--- config.mk ---
export PLATFORM = sky130hd
export DESIGN_NAME = reg_both_pip
export DESIGN_NICKNAME = d
export VERILOG_FILES = /design/src/rtl/reg_both_pip.sv
export SDC_FILE = /design/constraint.sdc
export NUM_CORES = 1
export LEC_CHECK = 0
export CAP_MARGIN = 20
export CELL_PAD_IN_SITES_DETAIL_PLACEMENT = 1
export CELL_PAD_IN_SITES_GLOBAL_PLACEMENT = 2
export CORE_ASPECT_RATIO = 1.1
export CORE_UTILIZATION = 33
export DETAILED_ROUTE_END_ITERATION = 12
export GPL_TIMING_DRIVEN = 1
export PLACE_DENSITY_LB_ADDON = 0.1
export REMOVE_ABC_BUFFERS = 1
export SETUP_SLACK_MARGIN = 0.02
export SYNTH_ARGS = -nofsm -noshare
export SYNTH_HDL_FRONTEND = slang
export SYNTH_SLANG_ARGS = --single-unit
--- constraint.sdc ---
create_clock -name clk -period 2.2 [get_ports clk]
set_clock_uncertainty 0.15 [all_clocks]
set_input_delay 0.44 -clock clk [delete_from_list [all_inputs] [get_ports clk]]
set_output_delay 0.44 -clock clk [all_outputs]
set_load 0.01 [all_outputs]
--- src/rtl/reg_both_pip.sv ---
// reg_both_pip: cascade of DEPTH fully registered valid/ready slices.
//
// Each slice has a main register (mv/md) and a one-entry skid register
// (sv/sd). Every output is a flop output, so this block has no combinational
// path from any input to any output. That breaks long timing paths in both
// directions between a producer and a consumer.
//
// Ports:
//   clk               clock, rising edge
//   rst               asynchronous reset, active-low
//   master_valid_in   upstream valid
//   master_data_in    upstream data (WIDTH bits)
//   slave_ready_out   ready to upstream (registered, ~skid valid of slice 0)
//   master_valid_out  downstream valid (registered)
//   master_data_out   downstream data (registered)
//   slave_ready_in    downstream ready
//   occupancy         words held in the pipe; present only when the macro
//                     REG_BOTH_PIP_OCC_EN is defined
//
// Parameters:
//   DEPTH  number of slices, >= 1 (capacity is 2*DEPTH words)
//   WIDTH  data width in bits

module reg_both_pip #(
    parameter int unsigned DEPTH = 4,
    parameter int unsigned WIDTH = 16
) (
    input  logic             clk,
    input  logic             rst,
    input  logic             master_valid_in,
    input  logic [WIDTH-1:0] master_data_in,
    output logic             slave_ready_out,
    output logic             master_valid_out,
    output logic [WIDTH-1:0] master_data_out,
    input  logic             slave_ready_in
`ifdef REG_BOTH_PIP_OCC_EN
    ,
    output logic [$clog2(2*DEPTH+1)-1:0] occupancy
`endif
);

    if (DEPTH < 1) begin : g_bad_depth
        $error("reg_both_pip: DEPTH must be >= 1");
    end

    // Index k of the forward chain is the input of slice k. Index k+1 is
    // the output of slice k. In the backward chain, bwd_ready[k] is the ready
    // into slice k, and bwd_ready[DEPTH] is the downstream ready.
    logic [DEPTH:0]   fwd_valid;
    logic [WIDTH-1:0] fwd_data [DEPTH+1];
    logic [DEPTH:0]   bwd_ready;

    assign fwd_valid[0]     = master_valid_in;
    assign fwd_data[0]      = master_data_in;
    assign bwd_ready[DEPTH] = slave_ready_in;

    for (genvar i = 0; i < DEPTH; i++) begin : g_slice
        logic             mv_q;
        logic             sv_q;
        logic [WIDTH-1:0] md_q;
        logic [WIDTH-1:0] sd_q;
        logic             in_valid;
        logic [WIDTH-1:0] in_data;
        logic             out_ready;
        logic             acc;

        assign in_valid  = fwd_valid[i];
        assign in_data   = fwd_data[i];
        assign out_ready = bwd_ready[i+1];
        // Input ready is ~sv_q, so this is the upstream transfer condition.
        assign acc       = in_valid & ~sv_q;

        always_ff @(posedge clk or negedge rst) begin
            if (!rst) begin
                mv_q <= 1'b0;
                sv_q <= 1'b0;
                md_q <= '0;
                sd_q <= '0;
            end else if (!mv_q || out_ready) begin
                // Main register is free or draining. The skid holds the
                // older word, so it has priority over the input.
                if (sv_q) begin
                    mv_q <= 1'b1;
                    md_q <= sd_q;
                    sv_q <= 1'b0;
                end else begin
                    mv_q <= in_valid;
                    if (acc) begin
                        md_q <= in_data;
                    end
                end
            end else if (acc) begin
                // Main is stalled. Park the word that arrived under the
                // registered ready.
                sv_q <= 1'b1;
                sd_q <= in_data;
            end
        end

        assign fwd_valid[i+1] = mv_q;
        assign fwd_data[i+1]  = md_q;
        assign bwd_ready[i]   = ~sv_q;
    end

    assign slave_ready_out  = bwd_ready[0];
    assign master_valid_out = fwd_valid[DEPTH];
    assign master_data_out  = fwd_data[DEPTH];

`ifdef REG_BOTH_PIP_OCC_EN
    localparam int unsigned OCC_W = $clog2(2*DEPTH+1);

    logic             up_fire;
    logic             down_fire;
    logic [OCC_W-1:0] occ_q;

    assign up_fire   = master_valid_in & slave_ready_out;
    assign down_fire = master_valid_out & slave_ready_in;

    always_ff @(posedge clk or negedge rst) begin
        if (!rst) begin
            occ_q <= '0;
        end else if (up_fire && !down_fire) begin
            occ_q <= occ_q + OCC_W'(1);
        end else if (!up_fire && down_fire) begin
            occ_q <= occ_q - OCC_W'(1);
        end
    end

    assign occupancy = occ_q;
`endif

endmodule

==> results of run 1 <==
[report_power, final]
group          internal (mW)  switching (mW)
Combinational           1.25           0.788
Sequential              3.49           0.570
Clock                   2.00            1.05
Total                   6.75            2.41
[state kept, by name, indices dropped and copies added (netlist names)]
register / flops
g_slice.sv_q: 4
g_slice.sd_q: 64
g_slice.md_q: 48
master_data_out: 16
g_slice.mv_q: 3
master_valid_out: 1
[Yosys cell counts, drive strengths merged]
master	instances
nor2b	1
o2bb2ai	3
nor3b	1
nor2	8
buf	21
mux2	96
mux2i	48
o21ai	48
dfrtp	136
inv	1
nand2b	1
nand4b	2
nand2	55
clkbuf	4
nand4	1
[how the worst max path moves through the flow]
stage                    startpoint            endpoint  slack, ns  cells past startpoint
detailed placement   slave_ready_in  master_data_out[4]       0.14                      5
global placement     slave_ready_in  master_data_out[6]       0.17                      5
CTS                 g_slice[0].sv_q     slave_ready_out        0.1                      2
floorplan           g_slice[3].sv_q  master_data_out[0]      -0.19                      3
finish              g_slice[0].sv_q     slave_ready_out       0.12                      2
global route        g_slice[0].sv_q     slave_ready_out       0.06                      2
[metal layers]
layer | wire length [um] | up-vias | GRT usage [%]
met2 | 4344 | 46 | 18.34
met5 | 0 | - | 0
li1 | - | 1585 | -
met3 | 294 | 16 | 3.340
met4 | 249 | 0 | 7.430
met1 | 4627 | 1532 | 15.92
[critical path: cells and delay by family (launching register included)]
kind	cells	cell delay [ns]
DFF	1	0.38
buffers and inverters	2	0.69
[cell type report]
| class | count | share of cell area [%] |
|---|---|---|
| well taps | 234 | 4.160 |
| clock inverters | 14 | 2.916 |
| inverters | 1 | 0.05333 |
| multi-input cells | 264 | 31.04 |
| flip-flops and latches | 136 | 48.36 |
| clock buffers | 18 | 6.098 |
| repair buffers | 53 | 7.378 |
[placed cells by master (no fill, tap or decap), types with 5 or more instances in the layout]
master / count
dfrtp_1: 136
mux2_2: 94
nand2_1: 55
mux2i_1: 48
o21ai_0: 48
clkdlybuf4s50_1: 36
clkbuf_16: 17
buf_4: 13
nor2_1: 8
clkinv_2: 6
bufinv_16: 5
[cells by family after synthesis]
kind of cell | count (synthesis) | synth area share, %
flip-flops | 136 | 59.08
AO/OA/AOI/OAI | 51 | 4.626
buffers and inverters | 26 | 3.214
multiplexers | 144 | 27.11
AND/OR/NAND/NOR | 69 | 5.973
[timing repair]
| action | CTS | global route |
|---|---|---|
| endpoints found under the setup margin | 0 | 0 |
| resized for setup | 0 | 0 |
| buffers inserted | 0 | 0 |
| hold buffers | 1 | 0 |
| hold endpoints to repair | 48 | 0 |
[stage by stage]
stage          setup slack, ns  hold WS [ns]
6_report                0.1217        0.3439
5_1_grt                0.05763        0.3609
4_1_cts                0.09502        0.3457
3_5_place_dp            0.1369        0.2842
3_3_place_gp            0.1666        0.2832
2_1_floorplan          -0.1876     -0.005591
==> impl_metrics.ini, run 1 <==
[drt]
vias_per_cell = 4.415
drt_iter0_drc = 49
drc = 0
drt_wl_total_mm = 9.515
wl_per_cell_um = 13.22
vias = 3179
final_antenna_net_count = 0
dr.pass1.iters = 3

[timing]
finalHoldViolCount = 0
fin_crit_ns = 2.078
relSlewSlack_pct = 66.87
setup_viol = 0
final.setup.tns_ns = 0
final_max_slew_viol_count = 0
min_period_over_period_pct = 94.47
max_freq_ghz = 0.4812
rsz0062_at_grt = false
tightestPinTransition_ns = 0.4969

[die]
core_sq_um = 17080
pin_count = 38
start_util_pct = 33.73
die_x_um = 128.0
dieArea_sq_um = 17990
num_rows = 50
die_y_um = 140.6

[setup_path]
r2r-end = master_data_out[6]
crit_slowest_cell = clkdlybuf4s50_1
reg2reg_slack_ns = 0.52
critical_path_class = flop to output pin
cp.required_ns = 1.61
start_kind = flop
critPathMaxFanout = 2
rr_startpoint = g_slice[3].sv_q
critPathMaxStageDelay_ns = 0.56
worstPathArrival_ns = 1.49
cp-end-kind = output pin
worstRegToRegCells = 3
crit_chain = inv_1 -> clkdlybuf4s50_1

[grt]
grt_max_degree = 53
grt_pass1_wl_mm = 17.22
antenna_found_initial = 0
grt_usage_pct = 12.30
overflow = 0
grt_pass1_vias = 3426

[logic_synthesis]
netlist_area_sq_um = 5761
ys_warn_count = 0
synth_cell_type_count = 20
syn_inst = 426
synth_top_cell_area_share_pct = 59.08
ys_seq_area_share_pct = 59.08
avgSynthCellArea_sq_um = 13.52
synth_top_cell_by_area = dfrtp_1
synth_area_leaders = dfrtp_1 (59%), mux2_2 (18%), mux2i_1 (8.3%), o21ai_0 (4.2%), nand2_1 (3.6%)
synth-seq-cells = 136

[pwr]
power_mw = 9.155
leakage_nw = 3.047
vdd_drop_max_mv = 0.5265
power_density_nw_per_um2 = 1301

[cts]
root_buffer = clkbuf_16
numCtsBuffers = 17
clkSlewWorstSetupHoldPaths_ns = 0.06
cts_buffer_depth = 2
cts_tree = built
htree_levels = 4
cts.sinks = 136
clk_latency_ns = 0.42

[finish]
drive_gt1_share_pct = 30.45
seq_area_sq_um = 3403
finalNetCount = 493
multiInputGateArea_sq_um = 2185
fin_util_pct = 41.21
area_delta_synth_final_pct = 22.18
n_antenna_cell = 0
final_cell_count_no_fill = 720
postLayoutCellArea_sq_um = 7038
num-fill-cells = 1760

[placement]
place_area_sq_um = 6394
dp.cells = 687
portBuffers = 37
hpwl_mm = 6.612
globalplace.congestion = 0.6487

[job]
drv_cap = 0

[status]
outcome = finished clean

[min_path]
whs_endpoint = g_slice[2].sd_q[10]
hold_class = flop to flop
hold_start = g_slice[2].sd_q[10]
worstHoldPathCells = 1
Power figures use the tool's default switching activity.
==> run 2: changes to the inputs <==
- CORE_MARGIN: default -> 4
- DONT_BUFFER_PORTS: default -> 1
==> run 2 against run 1 <==
Effect of this change: the run now ends with negative hold slack left; critical endpoint unchanged; utilization shrank 3.0 points; wire length grew 3.2%; power shrank 8.9%; sequential power grew 2%; first-iteration DRC count grew to 3.6 times the previous value.
==> impl_metrics.ini, run 2 (synthesis results as in run 1) <==
[timing]
setup_viol = 0
max_freq_ghz = 0.5088
rsz0062_at_grt = false
final_max_slew_viol_count = 0
tightestPinTransition_ns = 0.5140
finalHoldViolCount = 136
setup_ws_ns = 0.2348
relSlewSlack_pct = 65.53
holdWs_ns = -0.4229
fin_crit_ns = 1.965
min_period_over_period_pct = 89.33

[pwr]
power_mw = 8.342
leakage_nw = 2.836
vdd_drop_max_mv = 0.5393
power_density_nw_per_um2 = 1277

[finish]
drive_gt1_share_pct = 30.63
final_cell_count_no_fill = 678
n_antenna_cell = 0
area_delta_synth_final_pct = 13.40
postLayoutCellArea_sq_um = 6533
largest_register = g_slice.sd_q
final_cell_mix = dfrtp_1 (136), mux2_2 (94), nand2_1 (55), mux2i_1 (48), o21ai_0 (48)
mostFrequentLayoutCell = dfrtp_1
finalNetCount = 455
largest_reg_flops = 64

[drt]
vias = 3102
final_antenna_net_count = 0
drt_wl_total_mm = 9.820
drc = 0
wl_per_cell_um = 14.48
dr.pass1.iters = 4
vias_per_cell = 4.575
drt_iter0_drc = 175

[placement]
hpwl_mm = 6.395
place_ws_ns = 0.3154
portBuffers = 0
globalplace.congestion = 0.6584
dp.cells = 645
place_area_sq_um = 5959

[die]
pin_count = 38
dieArea_sq_um = 19640
num_rows = 50
start_util_pct = 33.73
die_x_um = 134.0
core_sq_um = 17080
die_y_um = 146.6

[cts]
htree_levels = 4
cts_buffer_depth = 2
clk_latency_ns = 0.41
root_buffer = clkbuf_16
cts_tree = built
cts.sinks = 136
numCtsBuffers = 17
post-cts-setup-buffers = 0
clkSlewWorstSetupHoldPaths_ns = 0.05

[setup_path]
worstPathArrival_ns = 1.38
r2r-end = g_slice[0].sd_q[10]
critical_path_class = flop to output pin
reg2reg_slack_ns = 0.52
rr_startpoint = g_slice[0].sv_q
critPathMaxFanout = 18
cp-end-kind = output pin
worstRegToRegCells = 4
cp.required_ns = 1.61
start_kind = flop

[grt]
grt_usage_pct = 10.93
overflow = 0
grt_pass1_wl_mm = 17.06
grt_pass1_vias = 3259
antenna_found_initial = 0
grt_max_degree = 137

[job]
drv_cap = 0

[min_path]
hold_class = input port to asynchronous set/reset pin

[status]
outcome = complete, but fails checks
failed_checks = negative hold slack
-- run 2: cell count changes in the layout (fill, tap and decap cells not counted), sizes merged --
cell           before  now
bufinv              5    1
clkbuf             18   23
buf                16   11
clkinvlp            1    0
clkdlybuf4s50      36    0
clkinv              8    4
dlygate4sd3         1    4
-- run 2: worst max-delay path by stage --
stage | from | end | slack [ns] | depth (start not counted)
after floorplan | g_slice[3].sv_q | master_data_out[0] | -0.19 | 3
after global placement | master_valid_in | g_slice[0].md_q[15] | 0.43 | 2
after CTS | g_slice[0].sv_q | slave_ready_out | 0.19 | 3
after global routing | g_slice[0].sv_q | slave_ready_out | 0.14 | 3
after detailed placement | master_valid_in | g_slice[0].md_q[1] | 0.32 | 2
final | g_slice[0].sv_q | slave_ready_out | 0.23 | 3
-- run 2: per-stage QoR --
stage          utilization, %  hold slack [ns]  TNS (ns)
2_1_floorplan               -        -0.005591    -10.77
3_3_place_gp            34.89      -0.00002401         0
3_5_place_dp            34.89       -0.0002403         0
4_1_cts                 37.99          -0.4482         0
5_1_grt                 38.25          -0.4555         0
6_report                38.25          -0.4229         0
-- run 2: cell type report --
class | count | area, sq um
repair buffers | 15 | 130.1
clock inverters | 5 | 50.05
clock buffers | 23 | 467.9
flip-flops and latches | 136 | 3403
multi-input cells | 264 | 2185
well taps | 234 | 292.8
fillers | 1781 | 10550
inverters | 1 | 3.754
-- run 2: worst max-delay path: stages, from the launching register on --
cell and delay [ns]:
dfrtp_1 0.36, buf_4 0.31, inv_1 0.14, buf_4 0.17
-- run 2: power breakdown --
part	switching, mW	internal (mW)
Sequential	0.641	3.50
Clock	0.960	1.58
Combinational	0.651	1.02
Total	2.25	6.09
-- run 2: routing by layer --
metal | wire length (um) | part of all wire (%) | GRT usage (%) | vias to the layer above
li1 | - | - | - | 1507
met1 | 4914 | 50 | 15.01 | 1528
met2 | 4334 | 44 | 15.32 | 53
met3 | 402 | 4.1 | 3.446 | 14
met4 | 169 | 1.7 | 5.864 | 0
met5 | 0 | 0 | 0 | -
-- run 2: repair_timing --
action | 4_1_cts | 5_1_grt
hold endpoints to repair | 137 | 139
hold buffers | 1 | 3
gates resized for setup | 0 | 0
endpoints found under the setup margin | 0 | 0
